### config.mk
export PLATFORM = sky130hd
export DESIGN_NAME = emmc_dat_pack_fifo
export DESIGN_NICKNAME = d
export VERILOG_FILES = /design/src/rtl/emmc_pkg.sv /design/src/rtl/emmc_sync_fifo.sv /design/src/rtl/emmc_dat_pack_fifo.sv
export SDC_FILE = /design/constraint.sdc
export NUM_CORES = 1
export LEC_CHECK = 0
export ABC_CLOCK_PERIOD_IN_PS = 9000
export BUFFER_PORTS_ARGS = -buffer_cell sky130_fd_sc_hd__buf_2
export CORE_MARGIN = 5
export CORE_UTILIZATION = 42
export CTS_CLUSTER_SIZE = 20
export DETAILED_ROUTE_END_ITERATION = 8
export PLACE_DENSITY = 0.68
export SKIP_CTS_REPAIR_TIMING = 1
export SYNTH_ARGS = -nofsm -noshare
export SYNTH_HDL_FRONTEND = slang
export SYNTH_SLANG_ARGS = --single-unit
### constraint.sdc
create_clock -name aclk -period 9 [get_ports aclk]
set_input_delay 0.9 -clock aclk [delete_from_list [all_inputs] [get_ports aclk]]
set_output_delay 0.9 -clock aclk [all_outputs]
set_load 0.03 [all_outputs]
### src/rtl/emmc_pkg.sv
// rtl/emmc_pkg.sv - shared eMMC data-path encodings and defaults
package emmc_pkg;

    localparam int WORD_W_DEF = 32;

    // SD bus width encodings as seen on bus_mode; 2'b11 behaves as 8-bit.
    typedef enum logic [1:0] {
        MODE_1BIT     = 2'b00,
        MODE_4BIT     = 2'b01,
        MODE_8BIT     = 2'b10,
        MODE_8BIT_ALT = 2'b11
    } bus_mode_e;

    // Number of beats needed to assemble one word in the given bus mode.
    function automatic int unsigned beats_per_word(input logic [1:0] mode,
                                                   input int unsigned word_w);
        case (mode)
            MODE_1BIT: return word_w;
            MODE_4BIT: return word_w / 4;
            default:   return word_w / 8;
        endcase
    endfunction

endpackage

### src/rtl/emmc_sync_fifo.sv
// rtl/emmc_sync_fifo.sv - first-word-fall-through synchronous word FIFO
//
// Ports:
//   clk, rst       clock and asynchronous active-high reset
//   flush          synchronous clear of pointers and level (beats push/pop)
//   push, din      write request and word; ignored when full unless popped
//   pop            read request; ignored when empty
//   dout           head word, zero while empty
//   level          stored word count; full/empty status flags
module emmc_sync_fifo
    import emmc_pkg::*;
#(
    parameter int WORD_W = WORD_W_DEF,
    parameter int DEPTH  = 16
) (
    input  logic                       clk,
    input  logic                       rst,
    input  logic                       flush,
    input  logic                       push,
    input  logic [WORD_W-1:0]          din,
    input  logic                       pop,
    output logic [WORD_W-1:0]          dout,
    output logic [$clog2(DEPTH):0]     level,
    output logic                       full,
    output logic                       empty
);

    localparam int PTR_W = $clog2(DEPTH);
    localparam int LVL_W = PTR_W + 1;

    logic [WORD_W-1:0] mem [DEPTH];
    logic [PTR_W-1:0]  wr_ptr;
    logic [PTR_W-1:0]  rd_ptr;
    logic              wr;
    logic              rd;

    assign full  = (level == LVL_W'(DEPTH));
    assign empty = (level == '0);

    // A push into a full FIFO is legal only when the head leaves the same cycle.
    assign rd = pop & ~empty;
    assign wr = push & (~full | rd);

    // Gating on empty keeps dout at zero out of reset without clearing storage.
    assign dout = empty ? '0 : mem[rd_ptr];

    always_ff @(posedge clk) begin
        if (wr && !flush) begin
            mem[wr_ptr] <= din;
        end
    end

    // Pointers wrap naturally because DEPTH is a power of two.
    always_ff @(posedge clk or posedge rst) begin
        if (rst) begin
            wr_ptr <= '0;
            rd_ptr <= '0;
            level  <= '0;
        end else if (flush) begin
            wr_ptr <= '0;
            rd_ptr <= '0;
            level  <= '0;
        end else begin
            if (wr) wr_ptr <= wr_ptr + 1'b1;
            if (rd) rd_ptr <= rd_ptr + 1'b1;
            case ({wr, rd})
                2'b10:   level <= level + 1'b1;
                2'b01:   level <= level - 1'b1;
                default: level <= level;
            endcase
        end
    end

endmodule

### src/rtl/emmc_dat_pack_fifo.sv
// rtl/emmc_dat_pack_fifo.sv - SD data lane packer feeding a word FIFO
//
// Ports:
//   aclk, rst            clock and asynchronous active-high reset
//   bus_mode             SD bus width (1/4/8-bit), sampled at word boundaries
//   sd_wr_en, sd_dat     one lane beat, MSB-first within the word
//   flush                synchronous clear of packer, FIFO and overflow
//   axi_rd_en            pop the head word
//   axi_data_out/valid   FWFT head word and its valid flag
//   level, full, empty   FIFO status
//   overflow             sticky: a completed word was dropped
//   pack_busy            packer holds a partial word
module emmc_dat_pack_fifo
    import emmc_pkg::*;
#(
    parameter int WORD_W = WORD_W_DEF,
    parameter int DEPTH  = 16
) (
    input  logic                   aclk,
    input  logic                   rst,
    input  logic [1:0]             bus_mode,
    input  logic                   sd_wr_en,
    input  logic [7:0]             sd_dat,
    input  logic                   flush,
    input  logic                   axi_rd_en,
    output logic [WORD_W-1:0]      axi_data_out,
    output logic                   axi_valid,
    output logic [$clog2(DEPTH):0] level,
    output logic                   full,
    output logic                   empty,
    output logic                   overflow,
    output logic                   pack_busy
);

    localparam int CNT_W = $clog2(WORD_W + 1);

    logic [1:0]        mode_q;
    logic [1:0]        mode_eff;
    logic [CNT_W-1:0]  cnt;
    logic [WORD_W-1:0] sr;
    logic [WORD_W-1:0] shifted;
    logic [WORD_W:0]   cat1;
    logic [WORD_W+3:0] cat4;
    logic [WORD_W+7:0] cat8;
    logic              last_beat;
    logic              word_done;
    logic              drop;

    assign pack_busy = (cnt != '0);
    assign axi_valid = ~empty;

    // The first beat of a word uses the live bus_mode (it is latched on that
    // same edge); later beats use the latched copy so mid-word changes wait.
    assign mode_eff = pack_busy ? mode_q : bus_mode;

    assign cat1 = {sr, sd_dat[0]};
    assign cat4 = {sr, sd_dat[3:0]};
    assign cat8 = {sr, sd_dat};

    always_comb begin
        shifted = cat8[WORD_W-1:0];
        case (mode_eff)
            MODE_1BIT: shifted = cat1[WORD_W-1:0];
            MODE_4BIT: shifted = cat4[WORD_W-1:0];
            default:   shifted = cat8[WORD_W-1:0];
        endcase
    end

    assign last_beat = ((32'(cnt) + 32'd1) == beats_per_word(mode_eff, WORD_W));
    assign word_done = sd_wr_en & last_beat & ~flush;
    // A completed word is lost only when nothing leaves the full FIFO this cycle.
    assign drop      = word_done & full & ~axi_rd_en;

    always_ff @(posedge aclk or posedge rst) begin
        if (rst) begin
            mode_q   <= MODE_1BIT;
            cnt      <= '0;
            sr       <= '0;
            overflow <= 1'b0;
        end else if (flush) begin
            cnt      <= '0;
            sr       <= '0;
            overflow <= 1'b0;
        end else begin
            if (!pack_busy) mode_q <= bus_mode;
            if (sd_wr_en) begin
                if (last_beat) begin
                    cnt <= '0;
                    sr  <= '0;
                end else begin
                    cnt <= cnt + 1'b1;
                    sr  <= shifted;
                end
            end
            if (drop) overflow <= 1'b1;
        end
    end

    emmc_sync_fifo #(
        .WORD_W (WORD_W),
        .DEPTH  (DEPTH)
    ) u_fifo (
        .clk   (aclk),
        .rst   (rst),
        .flush (flush),
        .push  (word_done),
        .din   (shifted),
        .pop   (axi_rd_en),
        .dout  (axi_data_out),
        .level (level),
        .full  (full),
        .empty (empty)
    );

endmodule

==> results.yml, run 1 <==
timing:
  fin_crit_sh: 0.543
  whs_ns: 0.496
  setup_slack_ns: 4.12
  finalSetupViolCount: 0
  final_max_slew_viol_count: 0
  report.final.hold_viol_count: 0
  setup_tns_ns: 0
  timing.fmax_mhz: 205
  worst_slew_pin_slew_ns: 1.34
  relSlewSlack: 0.105
  clock_skew_ns: 0.0221
  finalCriticalPeriod_ns: 4.88
  rsz0062_at_grt: "no"
pwr:
  intPower_w: 0.00478
  peakVddDrop_mv: 0.165
  comb_power_share: 0.132
  pwr-share-clk: 0.360
  p_leak_nw: 8.28
  power_frac_seq: 0.508
  p_sw_w: 0.00157
  finalPower_w: 0.00636
  powerDensity_nw_per_um2: 250
  power.share.switching: 0.248
final_layout:
  diodes: 0
  final_common_cell: "edfxtp_1"
  area_growth_pct: 12.9
  fin_cells: 1893
  drive_gt1_frac: 0.289
  fill_cells: 4288
  final_nets: 1188
  layout_common_cells: "edfxtp_1, mux4_2, nor2_1, buf_2, clkbuf_16"
  register_area_um2: 16700
  multi_input_area_um2: 5530
setup_path:
  arrival_ns: 3.98
  path_class: "flop to primary output"
  cp_cell_sequence: "buf_4 > mux4_2 > mux4_2 > and2_1 > buf_2"
  reg2reg_slack_ns: 4.37
  regToRegStartpoint: "cnt[0]"
  path_common_cell: "mux4_2"
  critPathLaunchType: "flop"
  cpMaxStageDelayCell: "dfrtp_4"
  worstReg2RegEnd: "u_fifo.mem[4][2]"
  cp_max_fo: 71
  required_ns: 8.10
  max_stage_delay_ns: 1.15
  reg2regPathDepth: 10
  end_kind: "primary output"
place:
  gp_routability_congestion: 0.784
  detailed_place_hpwl_mm: 25.3
  portBuffers: 56
  dp.cells: 1791
  place_ws_ns: 4.35
detailed_routing:
  first_pass_iters: 5
  routed_wl_mm: 46.6
  drt_iter0_markers: 1078
  num_vias: 10800
  via_per_inst: 5.68
  wl_per_cell_um: 24.6
  drcViolationCount: 0
  ant_nets: 0
grt:
  grt_antenna_before_repair: 1
  grt_max_degree: 72
  grt_use_total: 0.162
  grt_pass1_vias: 11300
  grt_pass1_wl_mm: 70.9
  grt_overflow: 0
yosys:
  synth_ff_type: "edfxtp_1"
  yosysSeqAreaShare: 0.743
  syn_nets: 1122
  synth_edf_count: 512
  synth_seq_cells: 565
  yosysUniqueCellTypes: 44
  synth_area_um2: 22500
  synth_area_per_cell_um2: 20.5
  ys_warn_count: 0
  ys_async_sr_fraction: 0.0938
  syn-instance-count: 1094
status:
  outcome: "completed"
cts:
  clock_sinks: 565
  cts_buffers: 55
  cts-root-buf: "clkbuf_16"
  path_clk_slew_ns: 0.06
  cts_buffer_depth: 3
  clkLatencyLatePin_ns: 0.59
  h-tree-depth: 2
  cts_tree: "yes"
floorplanning:
  fp.dieArea_um2: 58200
  rows: 84
  io_pins: 57
  start_util: 0.426
  die_x_um: 241
  die_y_um: 241
  core_area_um2: 52800
min_path:
  min_path_type: "input port to asynchronous set/reset pin"
flow_run:
  cap_violations: 0
-- critical path, delay by kind of cell, from the launching register on --
family,cells,cell delay [ns]
multiplexers,2,0.97
flip-flops,1,1.15
AND/OR/NAND/NOR,1,0.19
buffers and inverters,2,1.05
-- layout make-up --
class                      count  area share
clock buffer                  83      0.0623
tap                          688      0.0339
multi-input combinational    450       0.218
inverter                      16     0.00237
timing repair buffer          72      0.0163
clock inverter                19     0.00887
sequential                   565       0.658
-- cells in the mapped netlist (3+ instances only) --
| library cell | number | area share |
|---|---|---|
| o22ai_1 | 27 | 0.0075 |
| dfrtp_1 | 53 | 0.059 |
| and2_1 | 47 | 0.013 |
| nor3_1 | 5 | 0.0011 |
| nor2b_1 | 5 | 0.0014 |
| a21oi_1 | 7 | 0.0016 |
| inv_1 | 16 | 0.0027 |
| nor2_1 | 72 | 0.012 |
| nand2b_1 | 5 | 0.0014 |
| a22o_1 | 29 | 0.011 |
| buf_1 | 12 | 0.0020 |
| mux2i_1 | 6 | 0.0027 |
| clkbuf_1 | 50 | 0.0084 |
| mux4_2 | 160 | 0.16 |
| nor4_1 | 6 | 0.0017 |
| xnor2_1 | 3 | 0.0012 |
| xor2_1 | 8 | 0.0031 |
| o21ai_0 | 7 | 0.0016 |
| mux2_2 | 9 | 0.0045 |
| edfxtp_1 | 512 | 0.68 |
| nand3_1 | 5 | 0.0011 |
| nand2_1 | 12 | 0.0020 |
| ha_1 | 12 | 0.0067 |
-- state kept, by name, summed over array words and instances, names as in the netlist --
register       cells
u_fifo.mem       512
sr                31
cnt                6
u_fifo.level       5
u_fifo.rd_ptr      4
u_fifo.wr_ptr      4
mode_q             2
overflow           1
-- routing by layer --
| layer | vias to the layer above | GRT usage | share of wire |
|---|---|---|---|
| met3 | 80 | 0.0296 | 0.065 |
| met4 | 0 | 0.0453 | 0.023 |
| met1 | 5718 | 0.241 | 0.45 |
| li1 | 4615 | - | - |
| met5 | - | 0 | 0 |
| met2 | 343 | 0.248 | 0.46 |
-- cells by family after synthesis --
group,Yosys count,synth area share
compound gates,79,0.0250
xor+xnor,11,0.00429
simple gates,172,0.0391
mux,175,0.168
flops,565,0.743
buf+inv,79,0.0133
fa+ha+maj,13,0.00757
-- power by group through the flow --
stage / Clock (W) / Sequential (W) / Combinational [W]
after floorplan: 0 / 0.00325 / 0.000582
after global placement: 0 / 0.00328 / 0.000817
after detailed placement: 0 / 0.00328 / 0.000850
after CTS: 0.00233 / 0.00323 / 0.000852
after global routing: 0.00244 / 0.00323 / 0.000923
final: 0.00229 / 0.00323 / 0.000838
-- worst max-delay path by stage --
stage,startpoint,endpoint,slack (ns),cells past startpoint
final,u_fifo.rd_ptr[1],axi_data_out[27],4.12,5
after global routing,u_fifo.rd_ptr[1],axi_data_out[27],3.94,5
after global placement,cnt[0],u_fifo.mem[12][10],4.50,10
after CTS,u_fifo.rd_ptr[1],axi_data_out[27],4.03,5
after detailed placement,cnt[0],u_fifo.mem[4][15],4.35,10
after floorplan,cnt[0],u_fifo.mem[15][0],2.66,10
-- stage by stage --
step                      cell area, um^2  utilization
after floorplan                     22500            -
after global placement              23600        0.447
after detailed placement            23600        0.447
after CTS                           25400        0.481
after global routing                25400        0.481
final                               25400        0.481
Note: power is estimated with default switching activity, not from simulation.
==> run 2, diff against run 1 <==
ABC_CLOCK_PERIOD_IN_PS = 4510   (was 9000)
clock period = 4.51 ns   (was 9 ns; I/O delays follow)
==> run 2 against run 1 <==
  * Utilization grew 0.87 points
  * Sequential share of layout area shrank 1.2 points
  * Die area is the same
  * Hold slack lost 0.38 ns
  * First-iteration DRC count grew 22%
  * Sequential cell count is the same
  * Clock skew shrank 0.0049 ns
  * Clock power grew 91%
  * Final cell count grew 2.0%
  * Clock-buffer cell count shrank 8
  * Critical path type is now flop to flop
  * Largest cell class unchanged
==> results.yml, run 2 (synthesis results as in run 1) <==
status:
  outcome: "completed"
pwr:
  comb_power_share: 0.156
  p_leak_nw: 8.49
  p_sw_w: 0.00334
  powerDensity_nw_per_um2: 495
  power_frac_seq: 0.501
  power.share.switching: 0.261
  pwr-share-clk: 0.342
  intPower_w: 0.00945
  peakVddDrop_mv: 0.316
final_layout:
  largest_reg_flops: 512
  regMostFlops: "u_fifo.mem"
  diodes: 0
  drive_gt1_frac: 0.311
  final_nets: 1230
  register_area_um2: 16700
  multi_input_area_um2: 5580
  area_growth_pct: 15.0
  fill_cells: 4230
  fin_util: 0.490
  layout_common_cells: "edfxtp_1, mux4_2, nor2_1, clkbuf_16, buf_2"
  reg_top3: "u_fifo.mem (512), sr (31), cnt (6)"
  final_common_cell: "edfxtp_1"
  fin_cells: 1931
grt:
  grt_pass1_wl_mm: 73.5
  grt_pass1_vias: 11200
  grt_overflow: 0
  grt_use_total: 0.169
  grt_max_degree: 73
  grt_antenna_before_repair: 4
detailed_routing:
  via_per_inst: 5.72
  drcViolationCount: 0
  drt_iter0_markers: 1312
  ant_nets: 0
  wl_per_cell_um: 25.2
  first_pass_iters: 5
  routed_wl_mm: 48.6
  num_vias: 11000
setup_path:
  regToRegStartpoint: "cnt[0]"
  critPathLaunchType: "flop"
  end_kind: "flop"
  cp_cell_sequence: "inv_1 > ha_1 > or4b_4 > or3b_4 > nand3_2 > or3b_1 > or3_1 > and2_1 > fa_1 > a21o_1 > a21oi_1 > nor3_1 > mux2i_1 > mux2_2"
  max_stage_delay_ns: 0.50
  cpMaxStageDelayCell: "or4b_4"
  arrival_ns: 4.60
  required_ns: 4.98
  reg2reg_slack_ns: 0.38
  cp_max_fo: 5
  worst_path_dominant_cell_family: "simple AND/OR/NAND/NOR gates"
  worstReg2RegEnd: "u_fifo.level[4]"
  path_buf_inv: 1
  path_class: "flop to flop"
  reg2regPathDepth: 14
timing:
  report.final.hold_viol_count: 0
  worst_slew_pin_slew_ns: 1.22
  fin_crit_sh: 0.915
  finalCriticalPeriod_ns: 4.13
  whs_ns: 0.116
  finalSetupViolCount: 0
  timing.fmax_mhz: 242
  clock_skew_ns: 0.0172
  relSlewSlack: 0.185
  final_max_slew_viol_count: 0
  rsz0062_at_grt: "no"
  setup_slack_ns: 0.384
cts:
  path_clk_slew_ns: 0.06
  cts_buffer_depth: 3
  h-tree-depth: 2
  cts_tree: "yes"
  cts-root-buf: "clkbuf_16"
  clock_sinks: 565
  cts_buffers: 55
  clkLatencyLatePin_ns: 0.60
place:
  place_ws_ns: 0.383
  gp_routability_congestion: 0.765
  portBuffers: 56
  detailed_place_hpwl_mm: 30.3
  dp.cells: 1832
floorplanning:
  fp.dieArea_um2: 58200
  die_x_um: 241
  core_area_um2: 52800
  rows: 84
  io_pins: 57
  start_util: 0.426
  die_y_um: 241
min_path:
  min_from: "axi_rd_en"
  min_path_type: "input port to flop"
  holdPathEnd: "overflow"
  hold_depth: 2
flow_run:
  cap_violations: 0
run 2: how the worst max path moves through the flow:
| stage | startpoint | to | slack (ns) | cells after the start |
|---|---|---|---|---|
| 2_1_floorplan | cnt[0] | u_fifo.mem[11][0] | -0.52 | 10 |
| 3_3_place_gp | cnt[0] | u_fifo.level[4] | 0.44 | 14 |
| 3_5_place_dp | cnt[0] | u_fifo.level[4] | 0.38 | 14 |
| 4_1_cts | cnt[0] | u_fifo.level[4] | 0.37 | 14 |
| 5_1_grt | cnt[0] | u_fifo.level[4] | 0.21 | 14 |
| 6_report | cnt[0] | u_fifo.level[4] | 0.38 | 14 |
run 2: area by class of cell:
type | instances | share of cell area
Inverter | 16 | 0.00232
Multi-Input combinational cell | 450 | 0.216
Tap cell | 688 | 0.0333
Sequential cell | 565 | 0.647
Clock buffer | 75 | 0.0578
Timing Repair Buffer | 114 | 0.0355
Clock inverter | 23 | 0.00838
run 2: per-layer routing:
| layer | track usage | vias up | share of wire |
|---|---|---|---|
| met4 | 0.0371 | 0 | 0.020 |
| met1 | 0.264 | 5867 | 0.45 |
| met5 | 0 | - | 0 |
| met3 | 0.0430 | 67 | 0.087 |
| li1 | - | 4697 | - |
| met2 | 0.242 | 417 | 0.44 |
run 2: power by group through the flow:
stage          logic, W  clock network (W)  registers, W
2_1_floorplan   0.00116                  0       0.00649
3_3_place_gp    0.00194                  0       0.00651
3_5_place_dp    0.00201                  0       0.00652
4_1_cts         0.00202            0.00446       0.00641
5_1_grt         0.00218            0.00469       0.00641
6_report        0.00200            0.00438       0.00641
run 2: through the flow:
step,instance area (um^2),total power (W),TNS (ns)
finish,25800,0.0128,0
global route,25800,0.0133,0
CTS,25800,0.0129,0
detailed placement,24100,0.00853,0
global placement,24100,0.00846,0
floorplan,22500,0.00765,-66.50
==> run 3, diff against run 2 <==
CTS_BUF_LIST = sky130_fd_sc_hd__clkbuf_8   (was unset)
==> run 3 against run 2 <==
  * Clock-buffer cell count is 18 higher
  * Final cell count is 3.3% higher
  * Cell area hardly changed
  * Critical path depth stayed put
  * Utilization hardly changed
  * Wire length is 1.3% higher
  * Sequential share of layout area hardly changed
  * Critical path type unchanged
==> results.yml, run 3 (synthesis results as in run 1) <==
status:
  outcome: "completed"
cts:
  clkLatencyLatePin_ns: 0.66
  path_clk_slew_ns: 0.06
  cts_buffers: 89
  clock_sinks: 565
  h-tree-depth: 3
  cts_buffer_depth: 3
  cts-root-buf: "clkbuf_8"
  cts_tree: "yes"
final_layout:
  regMostFlops: "u_fifo.mem"
  largest_reg_flops: 512
  fin_util: 0.489
  layout_common_cells: "edfxtp_1, mux4_2, clkbuf_8, nor2_1, buf_2"
  final_nets: 1264
  drive_gt1_frac: 0.325
  reg_top3: "u_fifo.mem (512), sr (31), cnt (6)"
  final_common_cell: "edfxtp_1"
  fill_cells: 4232
  area_growth_pct: 14.9
  fin_cells: 1995
  design_area_um2: 25800
setup_path:
  cp_max_fo: 5
  cp_cell_sequence: "inv_1 > ha_1 > or4b_4 > or3b_4 > nand3_2 > or3b_1 > or3_1 > and2_1 > fa_1 > a21o_1 > a21oi_1 > nor3_1 > mux2i_1 > mux2_2"
  path_buf_inv: 1
  end_kind: "flop"
  worst_path_dominant_cell_family: "simple AND/OR/NAND/NOR gates"
  critPathLaunchType: "flop"
  max_stage_delay_ns: 0.50
  arrival_ns: 4.67
  required_ns: 5.05
  path_class: "flop to flop"
  cpMaxStageDelayCell: "or4b_4"
pwr:
  power_frac_seq: 0.511
  power.share.switching: 0.270
  peakVddDrop_mv: 0.382
  comb_power_share: 0.160
  intPower_w: 0.00916
  pwr-share-clk: 0.329
  p_sw_w: 0.00338
  powerDensity_nw_per_um2: 486
  p_leak_nw: 8.61
timing:
  fin_crit_sh: 0.916
  final_max_slew_viol_count: 0
  report.final.hold_viol_count: 0
  setup_slack_ns: 0.379
  rsz0062_at_grt: "no"
  whs_ns: 0.0408
  timing.fmax_mhz: 242
  worst_slew_pin_slew_ns: 1.24
  finalCriticalPeriod_ns: 4.13
  relSlewSlack: 0.172
  finalSetupViolCount: 0
  clock_skew_ns: 0.0275
grt:
  grt_antenna_before_repair: 3
  grt_max_degree: 73
  grt_use_total: 0.171
  grt_overflow: 0
  grt_pass1_wl_mm: 74.1
  grt_pass1_vias: 11500
detailed_routing:
  drcViolationCount: 0
  num_vias: 11300
  via_per_inst: 5.66
  drt_iter0_markers: 1321
  wl_per_cell_um: 24.7
  routed_wl_mm: 49.2
  ant_nets: 0
  first_pass_iters: 5
place:
  postPlaceCellArea_um2: 24100
  place_ws_ns: 0.383
  gp_routability_congestion: 0.765
  detailed_place_hpwl_mm: 30.3
  dp.cells: 1832
  portBuffers: 56
floorplanning:
  io_pins: 57
  die_x_um: 241
  core_area_um2: 52800
  die_y_um: 241
  start_util: 0.426
  rows: 84
  fp.dieArea_um2: 58200
min_path:
  min_path_type: "input port to flop"
flow_run:
  cap_violations: 0
==> run 3: cell count changes in the layout (fill, tap and decap cells not counted), moves of 2 or more <==
| cell | delta |
|---|---|
| clkinv_2 | +8 |
| clkinvlp_4 | -2 |
| clkbuf_1 | -17 |
| clkbuf_16 | -56 |
| clkbuf_8 | +91 |
| clkinv_1 | +22 |
| inv_1 | +19 |
| bufinv_16 | +2 |
==> run 3: metrics by stage <==
| stage | power (W) | setup TNS [ns] |
|---|---|---|
| global placement | 0.00846 | 0 |
| floorplan | 0.00765 | -66.50 |
| CTS | 0.0127 | 0 |
| finish | 0.0125 | 0 |
| global route | 0.0131 | 0 |
| detailed placement | 0.00853 | 0 |
==> run 3: cell type report <==
type	count	area (um^2)	share of cell area
antenna	1	2.50	0.0000969
clock buffer	93	1280	0.0496
clock inverter	68	410	0.0159
inverter	16	60.1	0.00233
multi-input combinational	450	5580	0.216
sequential	565	16700	0.647
tap	688	861	0.0333
timing repair buffer	114	918	0.0356
==> run 3: power by group through the flow <==
stage          Combinational [W]  Clock (W)  Sequential, W
2_1_floorplan            0.00116          0        0.00649
3_3_place_gp             0.00194          0        0.00651
3_5_place_dp             0.00201          0        0.00652
4_1_cts                  0.00202    0.00422        0.00641
5_1_grt                  0.00217    0.00449        0.00642
6_report                 0.00200    0.00412        0.00641
==> run 3: worst paths after layout <==
check	from	to	slack, ns	cells after the start
max	cnt[0]	u_fifo.level[4]	0.38	14
min in group asynchronous	rst	overflow	0.41	3
min	axi_rd_en	overflow	0.04	2
max reg2reg	cnt[0]	u_fifo.level[4]	0.38	14
min reg2reg	sr[29]	sr[29]	0.52	1
max in group asynchronous	rst	u_fifo.rd_ptr[0]	3.23	4
==> run 3: routing by layer <==
layer  up-vias  global-route usage  routed length (um)
met4         0              0.0499                 950
met5         -                   0                   0
met2       482               0.244               21900
met3        72              0.0470                4520
met1      5952               0.262               21900
li1       4786                   -                   -
